[config.mk]
export PLATFORM = sky130hd
export DESIGN_NAME = sc_dmem_arbiter_flat
export DESIGN_NICKNAME = d
export VERILOG_FILES = /design/src/rtl/sc_dmem_arbiter_if.sv /design/src/rtl/sc_dmem_arbiter.sv /design/src/flat_wrapper.sv
export SDC_FILE = /design/constraint.sdc
export NUM_CORES = 1
export LEC_CHECK = 0
export CAP_MARGIN = 20
export CELL_PAD_IN_SITES_DETAIL_PLACEMENT = 2
export CELL_PAD_IN_SITES_GLOBAL_PLACEMENT = 2
export CORE_MARGIN = 3
export CORE_UTILIZATION = 10
export CTS_CLUSTER_DIAMETER = 200
export DETAILED_ROUTE_END_ITERATION = 12
export PLACE_DENSITY = 0.95
export SYNTH_ARGS = -nofsm -noshare
export SYNTH_HDL_FRONTEND = slang
export SYNTH_SLANG_ARGS = --single-unit
[constraint.sdc]
create_clock -name clock -period 2.2 [get_ports clock]
set_input_delay 0.33 -clock clock [delete_from_list [all_inputs] [get_ports clock]]
set_output_delay 0.33 -clock clock [all_outputs]
set_load 0.05 [all_outputs]
[src/rtl/sc_dmem_arbiter_if.sv]
// Requester-side bus of the data-memory arbiter: one request/grant handshake
// plus its tagged read-return channel.
interface sc_dmem_arbiter_if #(
  parameter int unsigned AW = 32,
  parameter int unsigned DW = 32
);

  logic          req;
  logic          we;
  logic [AW-1:0] addr;
  logic [DW-1:0] wdata;
  logic          gnt;
  logic          rvalid;
  logic [DW-1:0] rdata;

  // Requester side: drives the access, receives grant and read data
  modport master (
    output req, we, addr, wdata,
    input  gnt, rvalid, rdata
  );

  // Arbiter side: samples the access, returns grant and read data
  modport slave (
    input  req, we, addr, wdata,
    output gnt, rvalid, rdata
  );

endinterface

[src/rtl/sc_dmem_arbiter.sv]
// Round-robin arbiter sharing a single-port data memory between the CPU (port C)
// and a debug/display loader (port D). One access per cycle, at most one read in
// flight per port, read data returned RD_LAT cycles later to the issuing port.
// RD_LAT is intended for the range 1..4.
module sc_dmem_arbiter #(
  parameter int unsigned AW     = 32,
  parameter int unsigned DW     = 32,
  parameter int unsigned RD_LAT = 1
) (
  input  logic             clock,
  input  logic             reset,
  sc_dmem_arbiter_if.slave c_port,
  sc_dmem_arbiter_if.slave d_port,
  output logic             mem_en,
  output logic             mem_we,
  output logic [AW-1:0]    mem_addr,
  output logic [DW-1:0]    mem_wdata,
  input  logic [DW-1:0]    mem_rdata
);

  localparam int unsigned LAST = RD_LAT - 1;

  typedef enum logic {
    OWN_C = 1'b0,
    OWN_D = 1'b1
  } owner_e;

  // Last port granted; the other port wins the next tie
  owner_e last_win;

  // Read-return pipeline; pipe_owner bit is 1 when the read belongs to port D
  logic [RD_LAT-1:0] pipe_valid;
  logic [RD_LAT-1:0] pipe_owner;

  logic c_pending;
  logic d_pending;

  logic c_ret;
  logic d_ret;
  logic c_elig;
  logic d_elig;
  logic c_win;
  logic d_win;
  logic c_rd_grant;
  logic d_rd_grant;

  // Decode the read returning this cycle from the last pipeline stage
  always_comb begin
    c_ret = 1'b0;
    d_ret = 1'b0;
    if (!reset && pipe_valid[LAST]) begin
      if (pipe_owner[LAST]) begin
        d_ret = 1'b1;
      end else begin
        c_ret = 1'b1;
      end
    end
  end

  // Eligibility and round-robin winner selection
  always_comb begin
    // A returning read frees its port in the same cycle for back-to-back reads
    c_elig = !reset && c_port.req && (c_port.we || !c_pending || c_ret);
    d_elig = !reset && d_port.req && (d_port.we || !d_pending || d_ret);
    c_win  = c_elig && (!d_elig || (last_win == OWN_D));
    d_win  = d_elig && !c_win;
    c_rd_grant = c_win && !c_port.we;
    d_rd_grant = d_win && !d_port.we;
  end

  // Steer the winner onto the memory bus; idle bus is all zeros
  always_comb begin
    mem_en    = 1'b0;
    mem_we    = 1'b0;
    mem_addr  = '0;
    mem_wdata = '0;
    if (c_win) begin
      mem_en    = 1'b1;
      mem_we    = c_port.we;
      mem_addr  = c_port.addr;
      mem_wdata = c_port.wdata;
    end else if (d_win) begin
      mem_en    = 1'b1;
      mem_we    = d_port.we;
      mem_addr  = d_port.addr;
      mem_wdata = d_port.wdata;
    end
  end

  // Grants and tagged read returns back to the requesters
  always_comb begin
    c_port.gnt    = c_win;
    c_port.rvalid = c_ret;
    c_port.rdata  = c_ret ? mem_rdata : '0;
    d_port.gnt    = d_win;
    d_port.rvalid = d_ret;
    d_port.rdata  = d_ret ? mem_rdata : '0;
  end

  // Arbitration history, read pipeline and per-port pending flags
  always_ff @(posedge clock) begin
    if (reset) begin
      last_win   <= OWN_D;
      pipe_valid <= '0;
      pipe_owner <= '0;
      c_pending  <= 1'b0;
      d_pending  <= 1'b0;
    end else begin
      if (c_win) begin
        last_win <= OWN_C;
      end else if (d_win) begin
        last_win <= OWN_D;
      end
      // Shift toward the last stage; the cast drops the bit leaving the pipe
      pipe_valid <= RD_LAT'({pipe_valid, c_rd_grant || d_rd_grant});
      pipe_owner <= RD_LAT'({pipe_owner, d_rd_grant});
      // A new read grant takes priority over the return clearing the flag
      c_pending  <= (c_pending && !c_ret) || c_rd_grant;
      d_pending  <= (d_pending && !d_ret) || d_rd_grant;
    end
  end

endmodule

[src/flat_wrapper.sv]
// flat-port wrapper written by rule: the top's interface ports become plain ports
module sc_dmem_arbiter_flat 
#(
  parameter int unsigned AW     = 32,
  parameter int unsigned DW     = 32,
  parameter int unsigned RD_LAT = 1
)
  (clock, reset, mem_en, mem_we, mem_addr, mem_wdata, mem_rdata, c_port_req, c_port_we, c_port_addr, c_port_wdata, c_port_gnt, c_port_rvalid, c_port_rdata, d_port_req, d_port_we, d_port_addr, d_port_wdata, d_port_gnt, d_port_rvalid, d_port_rdata);
  sc_dmem_arbiter_if #(.AW(AW), .DW(DW)) c_port_i ();
  sc_dmem_arbiter_if #(.AW(AW), .DW(DW)) d_port_i ();
  input  logic clock;
  input  logic reset;
  output logic mem_en;
  output logic mem_we;
  output logic [AW-1:0] mem_addr;
  output logic [DW-1:0] mem_wdata;
  input  logic [DW-1:0] mem_rdata;
  input wire logic [$bits(c_port_i.req)-1:0] c_port_req;
  input wire logic [$bits(c_port_i.we)-1:0] c_port_we;
  input wire logic [$bits(c_port_i.addr)-1:0] c_port_addr;
  input wire logic [$bits(c_port_i.wdata)-1:0] c_port_wdata;
  output wire logic [$bits(c_port_i.gnt)-1:0] c_port_gnt;
  output wire logic [$bits(c_port_i.rvalid)-1:0] c_port_rvalid;
  output wire logic [$bits(c_port_i.rdata)-1:0] c_port_rdata;
  input wire logic [$bits(d_port_i.req)-1:0] d_port_req;
  input wire logic [$bits(d_port_i.we)-1:0] d_port_we;
  input wire logic [$bits(d_port_i.addr)-1:0] d_port_addr;
  input wire logic [$bits(d_port_i.wdata)-1:0] d_port_wdata;
  output wire logic [$bits(d_port_i.gnt)-1:0] d_port_gnt;
  output wire logic [$bits(d_port_i.rvalid)-1:0] d_port_rvalid;
  output wire logic [$bits(d_port_i.rdata)-1:0] d_port_rdata;
  assign c_port_i.req = c_port_req;
  assign c_port_i.we = c_port_we;
  assign c_port_i.addr = c_port_addr;
  assign c_port_i.wdata = c_port_wdata;
  assign c_port_gnt = c_port_i.gnt;
  assign c_port_rvalid = c_port_i.rvalid;
  assign c_port_rdata = c_port_i.rdata;
  assign d_port_i.req = d_port_req;
  assign d_port_i.we = d_port_we;
  assign d_port_i.addr = d_port_addr;
  assign d_port_i.wdata = d_port_wdata;
  assign d_port_gnt = d_port_i.gnt;
  assign d_port_rvalid = d_port_i.rvalid;
  assign d_port_rdata = d_port_i.rdata;
  sc_dmem_arbiter #(.AW(AW), .DW(DW), .RD_LAT(RD_LAT)) u_core (.clock(clock), .reset(reset), .c_port(c_port_i), .d_port(d_port_i), .mem_en(mem_en), .mem_we(mem_we), .mem_addr(mem_addr), .mem_wdata(mem_wdata), .mem_rdata(mem_rdata));
endmodule
* Word level (Yosys, flattened, before mapping)
Index checks and enable logic that the tools add are counted.
W data, S select, Z words.
** Cells by class
- Add/sub/neg operators :: 0
- Multipliers :: 0
- Divide/modulo/power cells :: 0
- Magnitude comparators :: 0
- Equality and inequality tests :: 0
- Shifts and indexed selects :: 0
- Multiplexer cells :: 16
- Bitwise logic cells :: 0
- Reductions and logical operators :: 29
** Operator list (number)
- $mux W32 :: 6
- $logic_and A1 B1 Y1 :: 11
- $mux W1 :: 10
- $logic_not A1 Y1 :: 9
- $logic_or A1 B1 Y1 :: 8
- $reduce_bool A2 Y1 :: 1
** Word-level totals
- Flip-flop bits (word level) :: 5
- Bits in latches :: 0
- RAM bits :: 0
- ROM bits :: 0
- Input bits :: 166
- Output and inout port bits :: 134
- Word-level logic and storage cells :: 50
- Memories kept :: 0

* Logic depth before layout (Yosys ltp)
Gate-level depths: netlist of run 1.
- Depth after elaboration :: 12
- Mapped depth :: 6
- Mapped depth without buffers :: 4

* Worst setup path before layout of run 1
OpenSTA, ideal clock, no wires.
- Path type :: reg-to-output
- Start :: register u_core.pipe_valid
- End :: output mem_we
- Data arrival time :: 1960 ps
- Data required time :: 1870 ps
- Setup slack :: -90 ps
- Stages on the path, launching flop included :: 4
- Buffers on the path :: 0
- Path through :: dfxtp_1 > nor2b_1 > o211a_2 > o32ai_1
** On the way
- Longest elaborated chain between the ends :: 11
- Elaborated cells on any way between the ends :: 14
- Those cells by class :: mux (4); reduce/logical (10)
** Ends and longest elaborated chain
- start, declared :: line sc_dmem_arbiter.sv:32 : logic [RD_LAT-1:0] pipe_valid;
- start signal, assigned :: line sc_dmem_arbiter.sv:115 : pipe_valid <= RD_LAT'({pipe_valid, c_rd_grant || d_rd_grant});
- $logic_and A1 B1 Y1 (*) :: line sc_dmem_arbiter.sv:51 : if (!reset && pipe_valid[LAST]) begin
- $mux W1 :: line sc_dmem_arbiter.sv:51
- $logic_or A1 B1 Y1 :: line sc_dmem_arbiter.sv:64 : d_elig = !reset && d_port.req && (d_port.we || !d_pending || d_ret);
- $logic_and A1 B1 Y1 :: line sc_dmem_arbiter.sv:64
- $logic_not A1 Y1 :: line sc_dmem_arbiter.sv:65 : c_win = c_elig && (!d_elig || (last_win == OWN_D));
- $logic_or A1 B1 Y1 :: line sc_dmem_arbiter.sv:65
- $logic_and A1 B1 Y1 :: line sc_dmem_arbiter.sv:65
- $logic_not A1 Y1 :: line sc_dmem_arbiter.sv:66 : d_win = d_elig && !c_win;
- $logic_and A1 B1 Y1 :: line sc_dmem_arbiter.sv:66
- $mux W1 :: line sc_dmem_arbiter.sv:82 : end else if (d_win) begin
- $mux W1 (*) :: line sc_dmem_arbiter.sv:77 : if (c_win) begin
- end, declared :: line flat_wrapper.sv:14 : output logic mem_we;
Mark *: on every way between the ends. The rest lies on a longest branch, timed or not.

* Final worst setup path of run 1
- Start :: register u_core.pipe_owner
- End :: output mem_wdata[22]
** On the way
- Longest elaborated chain between the ends :: 11
- Elaborated cells on any way between the ends :: 15
- Those cells by class :: mux (6); reduce/logical (9)
** Ends and longest elaborated chain
- start, declared :: line sc_dmem_arbiter.sv:33 : logic [RD_LAT-1:0] pipe_owner;
- start signal, assigned :: line sc_dmem_arbiter.sv:116 : pipe_owner <= RD_LAT'({pipe_owner, d_rd_grant});
- $mux W1 :: line sc_dmem_arbiter.sv:52 : if (pipe_owner[LAST]) begin
- $mux W1 :: line sc_dmem_arbiter.sv:51
- $logic_or A1 B1 Y1 :: line sc_dmem_arbiter.sv:64
- $logic_and A1 B1 Y1 :: line sc_dmem_arbiter.sv:64
- $logic_not A1 Y1 :: line sc_dmem_arbiter.sv:65
- $logic_or A1 B1 Y1 :: line sc_dmem_arbiter.sv:65
- $logic_and A1 B1 Y1 :: line sc_dmem_arbiter.sv:65
- $logic_not A1 Y1 :: line sc_dmem_arbiter.sv:66
- $logic_and A1 B1 Y1 :: line sc_dmem_arbiter.sv:66
- $mux W32 :: line sc_dmem_arbiter.sv:82
- $mux W32 (*) :: line sc_dmem_arbiter.sv:77
- end, declared :: line flat_wrapper.sv:16 : output logic [DW-1:0] mem_wdata;
Marks and branches as above.

==> impl_metrics.ini, run 1 <==
[status]
status = finished, violations left
violations = negative setup slack

[routing]
drc_errors = 0
vias = 3022
drt_iter0_drc = 63
ant_nets = 0
wire_per_inst_microns = 28.8
dr.pass1.iters = 4
wl_microns = 19600
viasPerCell = 4.45

[floorplan]
die_w_microns = 124
num_rows = 42
core-area_sq_mm = 0.0135
die_area_sq_mm = 0.0154
die_h_microns = 124
start_util_pct = 10.4
num_io_pins = 300

[timing]
maxSlewViolCount = 0
fin_crit_sh_pct = 100
setup-violations-final = 4
fmax_ghz = 0.453
fin_skew_ps = 1.73
finalHoldViolations = 0
rsz0062_at_grt = yes
max_slew_margin_pct = 63.9
worst_slack_ps = -9.26
fin_crit_ps = 2210
tightestPinTransition_ps = 536

[power]
p_int_mw = 1.33
netSwitchingPower_mw = 0.933
switching_share_pct = 41.1
power_frac_comb_pct = 81.9
vdd_ir_drop_max_uv = 177
p_per_area_mw_per_mm2 = 319
p_leak_nw = 3.01
p_clk_share_pct = 13.3
seq_power_share_pct = 4.8

[clock_network]
cts_tree = done
clk_path_buf_depth = 2
htreeDepth = 1
clock_sinks = 5
clk_latency_ps = 230
holdBufCountCts = 0
cts_root_buf = clkbuf_16
clk_pin_slew_ps = 30
cts_made_buffers = 3

[run]
cap_violations = 0

[synthesis]
yosysSeqAreaShare_pct = 7.16
synth_xor_area_share_pct = 0
yosys.area_share.adder_pct = 0
syn_area_sq_mm = 0.00140
synth_cell_type_count = 25
synthSimpleGateAreaFrac_pct = 35.6
ys_ff_latch = 5
synth.mux.area_fraction_pct = 0
syn_area_per_cell_sq_um = 7.68
synth_top_family_by_area = compound AO/OA/AOI/OAI gates
synth-compound-area-share_pct = 46.7
syn_inst = 182
synth_nets = 348
ys_warn_count = 0

[worst_setup_path]
worst_setup_path_end_kind = output port
r2r_slack_ps = 650
critPathMaxStageDelay_ps = 380
timing.rr.end = u_core.pipe_valid
worstReg2RegStart = u_core.pipe_valid
cp-startpoint = u_core.pipe_owner
critPathLaunchType = flop
cp_cell_sequence = nand2_4 -> a311oi_4 -> nor3_4 -> buf_12 -> clkbuf_16 -> a22o_4 -> buf_12
path_class = flop to output port
cp_slowest_cell = dfxtp_4
cp.arrival_ps = 1880
worstSetupPathDepth = 7
critPathRequiredTime_ps = 1870
reg2reg_depth = 5
crit_top_cell = buf_12
cp_num_buf_inv = 3
critPathMaxFanout = 9
cp_top_family = compound AO/OA/AOI/OAI gates

[grt]
grt_pass1_vias = 3654
grtUsageTotal_pct = 23.6
grt_pass1_wl_microns = 27800
grt_max_degree = 34
antenna_found_initial = 3
grt-ovfl-total = 0

[min_path]
hp-start = reset
min_to = u_core.last_win
whs_path_depth = 3
min_path_type = input port to flop

[placement]
numPortBuffers = 299
dpl.hpwl_microns = 13700
placedCellCount = 654
gp_congestion = 0.901

[layout]
num-fill-cells = 1255
syn_to_final_growth_pct = 409
stdcell_count = 679
fin_nets = 668
final_util_pct = 52.9
drive_above_1_share_pct = 50.7
[per-layer routing]
metal  global-route usage (%)  wire [microns]  up-vias
met3                     7.60            1850       14
met5                        0              13        -
met2                     49.8           11500      201
li1                         -               -     1332
met4                     1.42             237        2
met1                     22.8            5940     1473
[power by group through the flow]
| stage | Sequential (mW) | Combinational [mW] | Clock [mW] |
|---|---|---|---|
| floorplan | 0.104 | 0.617 | 0 |
| global placement | 0.105 | 1.52 | 0 |
| detailed placement | 0.106 | 1.56 | 0 |
| CTS | 0.109 | 1.79 | 0.304 |
| global route | 0.109 | 1.91 | 0.310 |
| finish | 0.109 | 1.86 | 0.301 |
[metrics by stage]
step | hold slack, ps | total power [mW] | cell area (sq um) | setup WS, ps | setup TNS, ps
finish | 514 | 2.27 | 7110 | -9.26 | -14.5
global route | 533 | 2.33 | 7110 | -35.5 | -946
CTS | 489 | 2.21 | 6910 | -14.8 | -203
detailed placement | 490 | 1.67 | 6010 | -364 | -19770
global placement | 485 | 1.63 | 6010 | -335 | -16590
floorplan | 422 | 0.721 | 1410 | 23.0 | 0
[worst min-delay path, cell delays in order]
cell and delay [ps]:
buf_2 160, inv_1 90, o211ai_1 110
[cells in the mapped netlist]
cell type  number  share of area (%)
buf_6           5                4.0
nor2_1          2               0.54
nor2b_1         2               0.90
nand2_1         3               0.81
o22ai_1         1               0.45
dfxtp_1         5                7.2
buf_4           5                2.7
nand2b_4        1               0.98
nor4_1          1               0.45
o32ai_1         3                1.9
o211a_2         1               0.72
a311oi_2        1                1.1
nor3b_1         1               0.54
nor3_2          2                1.4
and3_1          1               0.45
clkbuf_1        7                1.9
and2_1         64                 29
inv_1           3               0.81
o211ai_1        1               0.54
a21o_1          1               0.54
nand2b_1        2               0.90
a21bo_2         1               0.72
buf_2           3                1.1
o21ai_0         2               0.72
a22o_1         64                 40
[final cells by class]
cell class,instances,area [sq um],share of cell area [%]
sequential,5,109,1.53
multi-input combinational,154,1780,25.0
timing repair buffer,335,4910,69.1
clock buffer,4,78.8,1.11
inverter,3,11.3,0.158
antenna,2,5.00,0.0703
tap,176,220,3.10
[worst max path at each step]
stage | end | slack, ps
6_report | mem_wdata[22] | -9
5_1_grt | mem_wdata[22] | -40
4_1_cts | mem_addr[3] | -10
2_1_floorplan | c_port_rdata[20] | 20
3_3_place_gp | mem_addr[24] | -330
3_5_place_dp | mem_addr[3] | -360
[cells in the final DEF (no fill, tap or decap), drive strengths merged, types with 3 or more instances in the layout]
cell type and n:
buf 167, inv 3, o32ai 3, clkdlybuf4s50 160
nand2b 3, nand2 3, clkbuf 9, a22o 64
dfxtp 5, and2 64
[sequential cells by signal (all words and copies together) (netlist names)]
signal,cells
u_core.last_win,1
u_core.d_pending,1
u_core.pipe_valid,1
u_core.c_pending,1
u_core.pipe_owner,1
[cell families (layout without fill, tap and decap cells)]
group	after synthesis	count (layout)
AO/OA/AOI/OAI	75	75
buffers and inverters	23	342
flip-flops	5	5
other	0	2
AND/OR/NAND/NOR	79	79
[what timing repair did]
item / 4_1_cts / 5_1_grt
gates resized for setup: 86 / 16
buffers inserted: 5 / 3
pin swaps: 54 / 12
endpoints found under the setup margin: 66 / 64
gates cloned: 8 / 4
endpoints found under the hold margin: 0 / 0
(Power assumes the default switching activity.)
==> run 2: changes to the inputs <==
Settings changed: SKIP_LAST_GASP from default to 1.
==> run 2 against run 1 <==
The run still ends with negative setup slack left. Wire length increased by 1.1%. Sequential power hardly changed. Register-to-register slack improved by 100 ps.
==> impl_metrics.ini, run 2 (synthesis results as in run 1) <==
[layout]
syn_to_final_growth_pct = 405
drive_above_1_share_pct = 49.8
final_common_cell = clkdlybuf4s50_1
final_cell_mix = 160 x clkdlybuf4s50_1, 138 x buf_12, 64 x and2_1
fin_nets = 665
seq_area_sq_um = 109
finalInstanceArea_sq_mm = 0.00706
multi_input_area_sq_mm = 0.00176
num-fill-cells = 1248

[placement]
dpl.hpwl_microns = 13700
numPortBuffers = 299
gp_congestion = 0.901
placed_area_sq_mm = 0.00601

[clock_network]
cts_made_buffers = 3
htreeDepth = 1
holdBufCountCts = 0
clock_sinks = 5
clk_path_buf_depth = 2
cts_tree = done
cts_root_buf = clkbuf_16
clk_pin_slew_ps = 30
clk_latency_ps = 230

[timing]
worst_slack_ps = -43.6
whs_ps = 507
tightestPinTransition_ps = 428
finalHoldViolations = 0
fin_crit_sh_pct = 102
maxSlewViolCount = 0
finalSetupTns_ps = -1310
fin_skew_ps = 1.79
fin_crit_ps = 2240
max_slew_margin_pct = 71.2
fmax_ghz = 0.446
rsz0062_at_grt = yes
setup-violations-final = 59

[worst_setup_path]
timing.rr.end = u_core.pipe_valid
cp_top_family = compound AO/OA/AOI/OAI gates
cp_slowest_cell = dfxtp_4
reg2reg_depth = 5
r2r_slack_ps = 750
crit_top_cell = buf_12
critPathMaxStageDelay_ps = 380
critPathLaunchType = flop
critPathMaxFanout = 16
worst_setup_path_end_kind = output port
cp.arrival_ps = 1910
worstReg2RegStart = u_core.pipe_valid
critPathRequiredTime_ps = 1870
path_class = flop to output port
cp_cell_sequence = nand2_4 -> a311oi_4 -> nor3_4 -> buf_12 -> buf_16 -> a22o_4 -> buf_12
cp_num_buf_inv = 3

[floorplan]
die_h_microns = 124
num_rows = 42
start_util_pct = 10.4
num_io_pins = 300
die_area_sq_mm = 0.0154
die_w_microns = 124
core-area_sq_mm = 0.0135

[grt]
grt_pass1_vias = 3663
grt-ovfl-total = 0
grt_max_degree = 34
grtUsageTotal_pct = 23.7
antenna_found_initial = 4
grt_pass1_wl_microns = 27800

[status]
status = finished, violations left
violations = negative setup slack

[routing]
viasPerCell = 4.47
ant_nets = 0
drc_errors = 0
wl_microns = 19800
vias = 3029
dr.pass1.iters = 4
wire_per_inst_microns = 29.2
drt_iter0_drc = 86

[power]
p_per_area_mw_per_mm2 = 320
netSwitchingPower_mw = 0.932
p_clk_share_pct = 13.3
p_leak_nw = 2.97
switching_share_pct = 41.3
p_int_mw = 1.33
power_frac_comb_pct = 81.9
vdd_ir_drop_max_uv = 171
seq_power_share_pct = 4.8

[min_path]
hp-start = reset
whs_path_depth = 3
min_to = u_core.last_win
min_path_type = input port to flop

[run]
cap_violations = 0
run 2: area by class of cell:
cell class / count / area share, %
Antenna cell: 3 / 0.106
Multi-Input combinational cell: 154 / 24.9
Inverter: 3 / 0.159
Sequential cell: 5 / 1.54
Timing Repair Buffer: 332 / 69.1
Clock buffer: 4 / 1.12
Tap cell: 176 / 3.12
run 2: how the worst max path moves through the flow:
stage	start	to	slack [ps]	cells past startpoint
finish	u_core.pipe_owner	mem_wdata[14]	-40	7
global route	u_core.pipe_owner	mem_wdata[14]	-80	7
CTS	u_core.pipe_owner	mem_addr[24]	-40	7
detailed placement	c_port_we	mem_addr[3]	-360	7
global placement	c_port_we	mem_addr[24]	-330	7
floorplan	u_core.pipe_valid	c_port_rdata[20]	20	3
run 2: what timing repair did:
item | CTS | global route
hold endpoints to repair | 0 | 0
buffers inserted | 5 | 1
endpoints found under the setup margin | 66 | 64
gates cloned | 8 | 3
pin swaps | 11 | 34
resized for setup | 83 | 15
run 2: per-layer routing:
layer  track usage (%)  up-vias  wire length, microns
li1                  -     1335                     -
met1              22.8     1458                  6090
met2              49.2      209                 11300
met3              8.08       25                  1900
met4              2.06        2                   471
met5                 0        -                    13
run 2: power groups by stage:
stage	clock network, mW	registers, mW	logic (mW)
after floorplan	0	0.104	0.617
after global placement	0	0.105	1.52
after detailed placement	0	0.106	1.56
after CTS	0.304	0.108	1.80
after global routing	0.310	0.110	1.90
final	0.299	0.109	1.85
run 2: per-stage QoR:
step / instances / worst slack, ps / utilization (%) / total power, mW
2_1_floorplan: 182 / 23.0 / - / 0.721
3_3_place_gp: 654 / -335 / 44.7 / 1.63
3_5_place_dp: 654 / -364 / 44.7 / 1.67
4_1_cts: 671 / -36.7 / 51.3 / 2.21
5_1_grt: 677 / -78.3 / 52.5 / 2.32
6_report: 677 / -43.6 / 52.5 / 2.26
run 2: worst min-delay path, delay by kind of cell:
kind	cells	cell delay, ps
AO/OA/AOI/OAI	1	100
buffers and inverters	2	260
